==> config.mk <==
export PLATFORM = sky130hd
export DESIGN_NAME = serial_tx_arbiter
export DESIGN_NICKNAME = d
export VERILOG_FILES = /design/src/rtl/serial_tx_arbiter.sv
export SDC_FILE = /design/constraint.sdc
export NUM_CORES = 1
export LEC_CHECK = 0
export BUFFER_PORTS_ARGS = -buffer_cell sky130_fd_sc_hd__buf_2
export CAP_MARGIN = 10
export CORE_MARGIN = 2
export CORE_UTILIZATION = 47
export DETAILED_ROUTE_END_ITERATION = 10
export GPL_ROUTABILITY_DRIVEN = 0
export PLACE_DENSITY = 0.75
export RECOVER_POWER = 50
export SLEW_MARGIN = 20
export SYNTH_ARGS = -nofsm -noshare
export SYNTH_HDL_FRONTEND = slang
export SYNTH_SLANG_ARGS = --single-unit
==> constraint.sdc <==
create_clock -name clk -period 1.9 [get_ports clk]
set_input_delay 0.38 -clock clk [delete_from_list [all_inputs] [get_ports clk]]
set_output_delay 0.38 -clock clk [all_outputs]
set_load 0.05 [all_outputs]
==> src/rtl/serial_tx_arbiter.sv <==
// Round-robin packet arbiter sharing one UART transmitter among NREQ byte sources.
// One cycle to arbitrate, then each byte takes WAIT->HOLD; txBusy stalls WAIT with no timeout.
module serial_tx_arbiter #(
  parameter int NREQ    = 2,
  parameter int TIMEOUT = 255,
  parameter int CNTW    = 16
) (
  input  logic              clk,
  input  logic              reset_n,
  input  logic [NREQ-1:0]   req_valid,
  input  logic [8*NREQ-1:0] req_data,
  input  logic [NREQ-1:0]   req_last,
  output logic [NREQ-1:0]   req_ready,
  input  logic              txBusy,
  output logic              txStart,
  output logic [7:0]        txData,
  output logic [NREQ-1:0]   grant,
  output logic              busy,
  output logic [CNTW-1:0]   pkt_count,
  output logic [7:0]        abort_count
);

  localparam int IW = (NREQ > 1) ? $clog2(NREQ) : 1;
  localparam int TW = (TIMEOUT > 1) ? $clog2(TIMEOUT + 1) : 1;

  typedef enum logic [1:0] {S_IDLE, S_WAIT, S_HOLD} state_t;

  state_t            r_state;
  logic [IW-1:0]     r_ptr;
  logic [IW-1:0]     r_gidx;
  logic [NREQ-1:0]   r_grant;
  logic              r_last;
  logic [TW-1:0]     r_tmo;
  logic              r_tx_start;
  logic [7:0]        r_tx_data;
  logic              r_busy;
  logic [CNTW-1:0]   r_pkt_cnt;
  logic [7:0]        r_abort_cnt;

  logic              w_found;
  logic [IW-1:0]     w_sel;
  logic [IW-1:0]     w_scan;
  logic              w_vld;
  logic              w_last;
  logic [7:0]        w_byte;

  function automatic logic [IW-1:0] f_next(input logic [IW-1:0] i);
    return (i == IW'(NREQ - 1)) ? '0 : i + 1'b1;
  endfunction

  // Cyclic scan starting at the round-robin pointer; first valid source wins.
  always_comb begin
    w_found = 1'b0;
    w_sel   = '0;
    w_scan  = r_ptr;
    for (int k = 0; k < NREQ; k++) begin
      if (!w_found && req_valid[w_scan]) begin
        w_found = 1'b1;
        w_sel   = w_scan;
      end
      w_scan = f_next(w_scan);
    end
  end

  always_comb begin
    w_vld  = 1'b0;
    w_last = 1'b0;
    w_byte = '0;
    for (int k = 0; k < NREQ; k++) begin
      if (r_grant[k]) begin
        w_vld  = req_valid[k];
        w_last = req_last[k];
        w_byte = req_data[8*k +: 8];
      end
    end
  end

  assign req_ready = (r_state == S_WAIT && !txBusy) ? (r_grant & req_valid) : '0;

  always_ff @(posedge clk) begin
    if (!reset_n) begin
      r_state     <= S_IDLE;
      r_ptr       <= '0;
      r_gidx      <= '0;
      r_grant     <= '0;
      r_last      <= 1'b0;
      r_tmo       <= '0;
      r_tx_start  <= 1'b0;
      r_tx_data   <= '0;
      r_busy      <= 1'b0;
      r_pkt_cnt   <= '0;
      r_abort_cnt <= '0;
    end else begin
      unique case (r_state)
        S_IDLE: begin
          if (w_found) begin
            r_grant <= NREQ'(1) << w_sel;
            r_gidx  <= w_sel;
            r_tmo   <= '0;
            r_busy  <= 1'b1;
            r_state <= S_WAIT;
          end
        end
        S_WAIT: begin
          if (w_vld && !txBusy) begin
            r_tx_data  <= w_byte;
            r_tx_start <= 1'b1;
            r_last     <= w_last;
            r_tmo      <= '0;
            r_state    <= S_HOLD;
          end else if (!w_vld) begin
            // Only a source that has gone quiet mid-packet can time out.
            if (TIMEOUT != 0 && r_tmo == TW'(TIMEOUT - 1)) begin
              if (r_abort_cnt != 8'hFF) r_abort_cnt <= r_abort_cnt + 1'b1;
              r_grant <= '0;
              r_ptr   <= f_next(r_gidx);
              r_busy  <= 1'b0;
              r_state <= S_IDLE;
            end else begin
              r_tmo <= r_tmo + 1'b1;
            end
          end
        end
        S_HOLD: begin
          r_tx_start <= 1'b0;
          if (r_last) begin
            r_pkt_cnt <= r_pkt_cnt + 1'b1;
            r_ptr     <= f_next(r_gidx);
            r_grant   <= '0;
            r_busy    <= 1'b0;
            r_state   <= S_IDLE;
          end else begin
            r_state <= S_WAIT;
          end
        end
        default: r_state <= S_IDLE;
      endcase
    end
  end

  assign txStart     = r_tx_start;
  assign txData      = r_tx_data;
  assign grant       = r_grant;
  assign busy        = r_busy;
  assign pkt_count   = r_pkt_cnt;
  assign abort_count = r_abort_cnt;

endmodule

==> run metrics, run 1 <==
htree depth=2; Fin. Hold Viols=0; Area growth syn-to-layout=33.6%; pwr/cell area=954 nW/um^2; count leader, synth=dfxtp_1; die area=5650 um^2; detailed placement HPWL=3960 um; max_slew headroom=69.1%; cell area after synthesis=2380 um^2; layout cells sized above 1=36.3%; core area=4820 um^2; post-synth top area cell=dfxtp_1; CTS clk-pin slew, worst paths=0.09 ns; Post-synth EDFFs=0; largest net degree at the start of global routing=43; Iter 0 DRT Violations=158; Cells after Synth=277; CP startpoint=grant[1]; Placed Instances=415; Core Util, Final=66.0%; Nets=394; routed vias/inst=5.51; most common flop cell mapped by yosys=dfxtp_1; via count=2375; final cycle utilization of the critical path=96.7%; sequential share of the synthesized area=41.2%; Worst Path Required=2.13 ns; Critical Path Max Stage Delay=0.38 ns; synth unique cells=43; Arr. time, crit path=2.07 ns; kind of critical path=flip-flop to flip-flop; Tmin final=1.84 ns; clock skew=0.00474 ns; cts bufs inserted=5; Max Cap Viol=0; Max clock buf depth=2; total track usage=20.8%; number of buffers added on ports=60; Max rail drop VDD=0.784 mV; min-delay src=reset_n; clock sinks=49; RR Startpoint=grant[1]; final setup fails=0; syn avg cell area=8.60 um^2; actual slew at the worst max-slew pin=0.459 ns; ys async rst share=0%; Root Buffer Master=clkbuf_8; highest clock rate=544 MHz; top cells by area, synth=dfxtp_1 (41%), nor2_1 (5.5%), nand3_1 (4.6%), ha_1 (4.2%), xor2_1 (3.7%); synth cell count leaders=dfxtp_1 (49), nor2_1 (35), nand3_1 (22); CP cell instances=and3b_4 > a2111oi_4 > buf_4 > nor2_1 > or3_1 > a211oi_2; area of the multi-input gates=1400 um^2; Crit Path Max Fanout=7; vias in the first global route=2034; Die Wd=75.2 um; Routed WL per cell=13.2 um; Pins Over Slew Limit=0; Yosys Warn Count=0; Sequential Area=1000 um^2; fillcell total=426; Lkg Pwr=1.26 nW; synthesis-stage register bit count=49; Final WS setup=0.0619 ns; CP Launch Type=flip-flop; syn_nets=308; Place WS=-0.0578 ns; setup_tns=0 ns; RSZ-0062 raised after global routing=yes; number of cell rows=25; IO Pins=61; crit path buf inv count=1; Post-CTS Hold Buffers=0; CP max-delay cell=dfxtp_4; worst min path class=input port to flip-flop; later-pin clock latency in the skew report=0.30 ns; CTS tree=done; Starting Density=49.4%; CP endpoint kind=flip-flop; initial antenna violation count=0; top cell type's share of synthesized area=41.2%; number of routed nets with antenna violations=0; grt total ovfl=0; Non-Filler Instances=431; Hold WS=0.378 ns; total wire length=5670 um; DRC=0; die height=75.2 um; antenna fix cells=0; First-pass DRT Iterations=4; first-pass GRT wire length=9260 um; Top Family by Delay on Critical Path=simple AND/OR/NAND/NOR gates; status=finished clean
## timing repair
action,4_1_cts,5_1_grt
buffers inserted,1,7
pin swaps,1,5
gates resized for setup,3,22
endpoints found under the setup margin,7,23
## final timing paths
| path | end | slack (ns) | cells after the start |
|---|---|---|---|
| hold reg to reg | pkt_count[1] | 0.48 | 2 |
| setup reg to reg | r_ptr | 0.06 | 6 |
| setup / recovery | r_ptr | 0.06 | 6 |
| hold / removal | abort_count[1] | 0.38 | 3 |
## worst min-delay path: stages
cell and delay, ns:
buf_2 0.14, nand2_1 0.07, o21ai_0 0.06
## flip-flops by register name, indices dropped and copies added, names as in the netlist
register     cells
busy             1
grant            2
pkt_count       16
r_state          2
r_ptr            1
abort_count      8
r_tmo            8
r_last           1
txData           8
txStart          1
r_gidx           1
## through the flow
stage | power [mW] | instance area (um^2)
4_1_cts | 2.91 | 3050
3_3_place_gp | 2.14 | 2920
5_1_grt | 3.21 | 3180
2_1_floorplan | 1.84 | 2410
6_report | 3.04 | 3180
3_5_place_dp | 2.16 | 2920
## layer usage
metal / part of all wire [%] / GRT usage (%) / vias to the layer above
met4: 1.2 / 5.85 / 0
li1: - / - / 1192
met1: 48 / 28.4 / 1112
met3: 5.1 / 4.82 / 6
met5: 0 / 0 / -
met2: 45 / 32.9 / 65
## power by group
| group | total, mW | internal [mW] | switching, mW | leakage, nW |
|---|---|---|---|---|
| Clock | 0.749 | 0.396 | 0.353 | 0.0554 |
| Combinational | 1.11 | 0.455 | 0.651 | 0.803 |
| Sequential | 1.18 | 1.12 | 0.0650 | 0.402 |
| Total | 3.04 | 1.97 | 1.07 | 1.26 |
## cells by family (layout without fill, tap and decap cells)
logic type	after synthesis	count (layout)	share of synthesized area [%]
simple gates	117	117	25.4
compound gates	70	70	20.4
flops	49	49	41.2
buf+inv	19	106	3.68
xor+xnor	14	14	5.15
fa+ha+maj	8	8	4.20
## placed cells by master, fill, tap and decap left out, drive strengths merged, types with 4 or more instances in the layout
| cell | n |
|---|---|
| nand4 | 7 |
| ha | 8 |
| o211ai | 5 |
| or3 | 7 |
| dfxtp | 49 |
| nor2 | 35 |
| nand2b | 4 |
| o41ai | 4 |
| buf | 91 |
| clkbuf | 6 |
| a21oi | 15 |
| xnor2 | 4 |
| a22oi | 10 |
| xor2 | 10 |
| nand3 | 23 |
| a211oi | 10 |
| nand2 | 17 |
| inv | 7 |
| o21ai | 13 |
## final cells by class
type,instances,area share (%)
well taps,67,2.64
inverters,7,0.826
repair buffers,91,17.4
clock buffers,6,2.28
clock inverters,2,1.22
flip-flops and latches,49,31.5
multi-input cells,209,44.1
(Power assumes the default switching activity.)
==> run 2: changes to the inputs <==
ABC_AREA = 1   (was unset)
CORE_UTILIZATION = 49   (was 47)
PLACE_DENSITY = 0.76   (was 0.75)
TNS_END_PERCENT = 100   (was unset)
==> run 2 against run 1 <==
  * Sequential share of layout area shrank 0.85 points
  * Highest routed layer unchanged
  * Hold slack gained 0.0086 ns
  * Wire length grew 5.3%
  * Combinational power grew 28%
  * Largest cell class unchanged
  * Design area grew 0.71%
  * Critical path type is now flip-flop to output pin
==> run metrics, run 2 <==
Tot Pwr=3.40 mW (was 3.04 mW); leading cell type in the layout, fill and taps excluded=nand2_1 (was buf_2); layout cells sized above 1=14.1% (was 36.3%); Hold WS=0.387 ns (was 0.378 ns); Post-Synth Simple-Gate Area=39.1% (was 25.4%); kind of critical path=flip-flop to output pin (was flip-flop to flip-flop); antenna fix cells=0 (unchanged); CP endpoint kind=output pin (was flip-flop); CTS clk-pin slew, worst paths=0.10 ns (was 0.09 ns); First-pass DRT Iterations=5 (was 4); synth cell count leaders=nand2_1 (86), nor2_1 (55), dfxtp_1 (49) (was dfxtp_1 (49), nor2_1 (35), nand3_1 (22)); first-pass GRT wire length=10600 um (was 9260 um); min-delay src=req_valid[1] (was reset_n); routed vias/inst=4.97 (was 5.51); number of flip-flops under the largest register name=16 (unchanged); Die Wd=78.4 um (was 75.2 um); synth unique cells=31 (was 43); Max Cap Viol=0 (unchanged); post-synth top area cell=dfxtp_1 (unchanged); pwr/cell area=1060 nW/um^2 (was 954 nW/um^2); count leader, synth=nand2_1 (was dfxtp_1); adder-cell area share of the yosys netlist=3.69% (was 4.20%); Fin. Hold Viols=0 (unchanged); Nets=491 (was 394); number of buffers added on ports=60 (unchanged); number of cell rows=27 (was 25); number of routed nets with antenna violations=0 (unchanged); clock sinks=49 (unchanged); internal power=2.00 mW (was 1.97 mW); area share of xor/xnor cells in the synthesized design=1.94% (was 5.15%); syn avg cell area=6.81 um^2 (was 8.60 um^2); total wire length=5970 um (was 5670 um); most common flop cell mapped by yosys=dfxtp_1 (unchanged); Area growth syn-to-layout=18.2% (was 33.6%); sequential share of the synthesized area=36.2% (was 41.2%); DRC=0 (unchanged); vias in the first global route=2479 (was 2034); top cell type's share of synthesized area=36.2% (was 41.2%); die height=78.4 um (was 75.2 um); commonest non-fill, non-tap cells in the layout=nand2_1 (86), nor2_1 (55), dfxtp_1 (48) (was buf_2 (58), dfxtp_1 (38), nor2_1 (33)); die area=6140 um^2 (was 5650 um^2); Lkg Pwr=1.35 nW (was 1.26 nW); Iter 0 DRT Violations=194 (was 158); Max rail drop VDD=0.655 mV (was 0.784 mV); cell area after synthesis=2710 um^2 (was 2380 um^2); top cells by area, synth=dfxtp_1 (36%), nand2_1 (12%), a21oi_1 (7.9%), nor2_1 (7.6%), nand3_1 (7.2%) (was dfxtp_1 (41%), nor2_1 (5.5%), nand3_1 (4.6%), ha_1 (4.2%), xor2_1 (3.7%)); actual slew at the worst max-slew pin=0.608 ns (was 0.459 ns); Tmin final=1.83 ns (was 1.84 ns); cts bufs inserted=5 (unchanged); core area=5440 um^2 (was 4820 um^2); fillcell total=537 (was 426); worst min path class=input port to flip-flop (unchanged); later-pin clock latency in the skew report=0.29 ns (was 0.30 ns); Arr. time, crit path=1.45 ns (was 2.07 ns); IO Pins=61 (unchanged); sequential share of power=36.2% (was 38.9%); detailed placement HPWL=4430 um (was 3960 um); Yosys Warn Count=0 (unchanged); CP Launch Type=flip-flop (unchanged); hold path cells=4 (was 3); total track usage=20.4% (was 20.8%); initial antenna violation count=0 (unchanged); clock share of power=22.1% (was 24.7%); grt total ovfl=0 (unchanged); Worst Path Required=1.52 ns (was 2.13 ns); post-synthesis compound-gate area fraction=11.2% (was 20.4%); htree depth=2 (unchanged); clock skew=0.00675 ns (was 0.00474 ns); max_slew headroom=59.6% (was 69.1%); final cycle utilization of the critical path=96.1% (was 96.7%); CP startpoint=r_state[1] (was grant[1]); highest clock rate=547 MHz (was 544 MHz); via count=2647 (was 2375); reg-to-reg setup timing slack=0.19 ns (was 0.06 ns); R2R depth=11 (was 6); Max clock buf depth=2 (unchanged); RR Startpoint=r_state[0] (was grant[1]); CTS tree=done (unchanged); status=finished clean (unchanged); largest net degree at the start of global routing=24 (was 43); Routed WL per cell=11.2 um (was 13.2 um); main combinational cell family by area after synthesis=simple AND/OR/NAND/NOR gates (unchanged); Core Util, Final=58.9% (was 66.0%); Cells after Synth=398 (was 277); Post-synth EDFFs=0 (unchanged); Comb power frac=41.7% (was 36.4%); Sw Share=41.3% (was 35.2%); final setup fails=0 (unchanged); Pins Over Slew Limit=0 (unchanged); mux cell area share after synthesis=0% (unchanged); Root Buffer Master=clkbuf_8 (unchanged); RSZ-0062 raised after global routing=yes (unchanged); net load switching power=1.40 mW (was 1.07 mW); end of the worst hold path=r_gidx (was abort_count[1]); Starting Density=49.8% (was 49.4%); syn_nets=429 (was 308); FF-to-FF End=pkt_count[14] (was r_ptr); synthesis-stage register bit count=49 (unchanged); ys async rst share=0% (unchanged); Crit Path Max Fanout=5 (was 7)
run 2: cell types whose count changed after synthesis, moves of 5 or more:
| cell | previous run | this run |
|---|---|---|
| nand2_1 | 17 | 86 |
| inv_1 | 7 | 39 |
| a21oi_1 | 15 | 43 |
| nor2_1 | 35 | 55 |
| nand3_1 | 22 | 39 |
| a211oi_1 | 10 | 0 |
| a22oi_1 | 10 | 0 |
| or3_1 | 7 | 0 |
| nand2_2 | 0 | 5 |
| nor3_1 | 2 | 7 |
| o211ai_1 | 5 | 0 |
run 2: worst max-delay path, stage by stage, from the launching register on:
cell,delay (ns)
dfxtp_1,0.34
inv_1,0.10
ha_2,0.24
inv_2,0.10
nor3_2,0.18
buf_6,0.18
run 2: area by class of cell:
class                   count  area, um^2  share of cell area (%)
flip-flops and latches     49         982                    30.7
repair buffers             66         314                    9.80
clock inverters             3        46.3                    1.45
well taps                  72        90.1                    2.81
multi-input cells         294        1540                    48.0
clock buffers               5        68.8                    2.15
inverters                  44         165                    5.16
run 2: logic make-up after synthesis:
group                      count (synthesis)
AOI/OAI and AO/OA                         59
DFF                                       49
adders and majority gates                  8
and+or+nand+nor                          221
buffers and inverters                     55
xor gates and xnor gates                   6
run 2: metal layers:
metal | up-vias | wire (um) | global-route usage, %
met4 | 0 | 39 | 4.74
met5 | - | 0 | 0
li1 | 1415 | - | -
met2 | 63 | 2780 | 34.8
met1 | 1165 | 2870 | 27.1
met3 | 4 | 284 | 3.33
run 2: timing repair:
action,CTS,global route
buffers inserted,0,0
endpoints found under the hold margin,0,0
hold buffers,0,0
cloned,0,0
gates resized for setup,3,2
setup endpoints to repair,2,2
run 2: power groups by stage:
stage	Clock, mW	Sequential [mW]	Combinational (mW)
global placement	0	1.24	1.40
floorplan	0	1.34	1.02
global route	0.814	1.24	1.62
CTS	0.776	1.23	1.43
finish	0.751	1.23	1.42
detailed placement	0	1.25	1.41
run 2: worst max-delay path by stage:
stage | endpoint | slack, ns | depth (start not counted)
6_report | req_ready[0] | 0.07 | 5
2_1_floorplan | req_ready[1] | -0.12 | 3
5_1_grt | req_ready[0] | -0.008 | 5
4_1_cts | req_ready[0] | 0.05 | 5
3_3_place_gp | abort_count[0] | 0.29 | 9
3_5_place_dp | r_state[1] | 0.23 | 11
run 2: metrics by stage:
step           instances  area, um^2  TNS [ns]  setup slack [ns]
6_report             533        3200         0            0.0733
5_1_grt              533        3200  -0.00873          -0.00802
4_1_cts              533        3240         0            0.0483
3_5_place_dp         525        3120         0             0.233
3_3_place_gp         525        3120         0             0.285
2_1_floorplan        398        2730    -0.123            -0.123
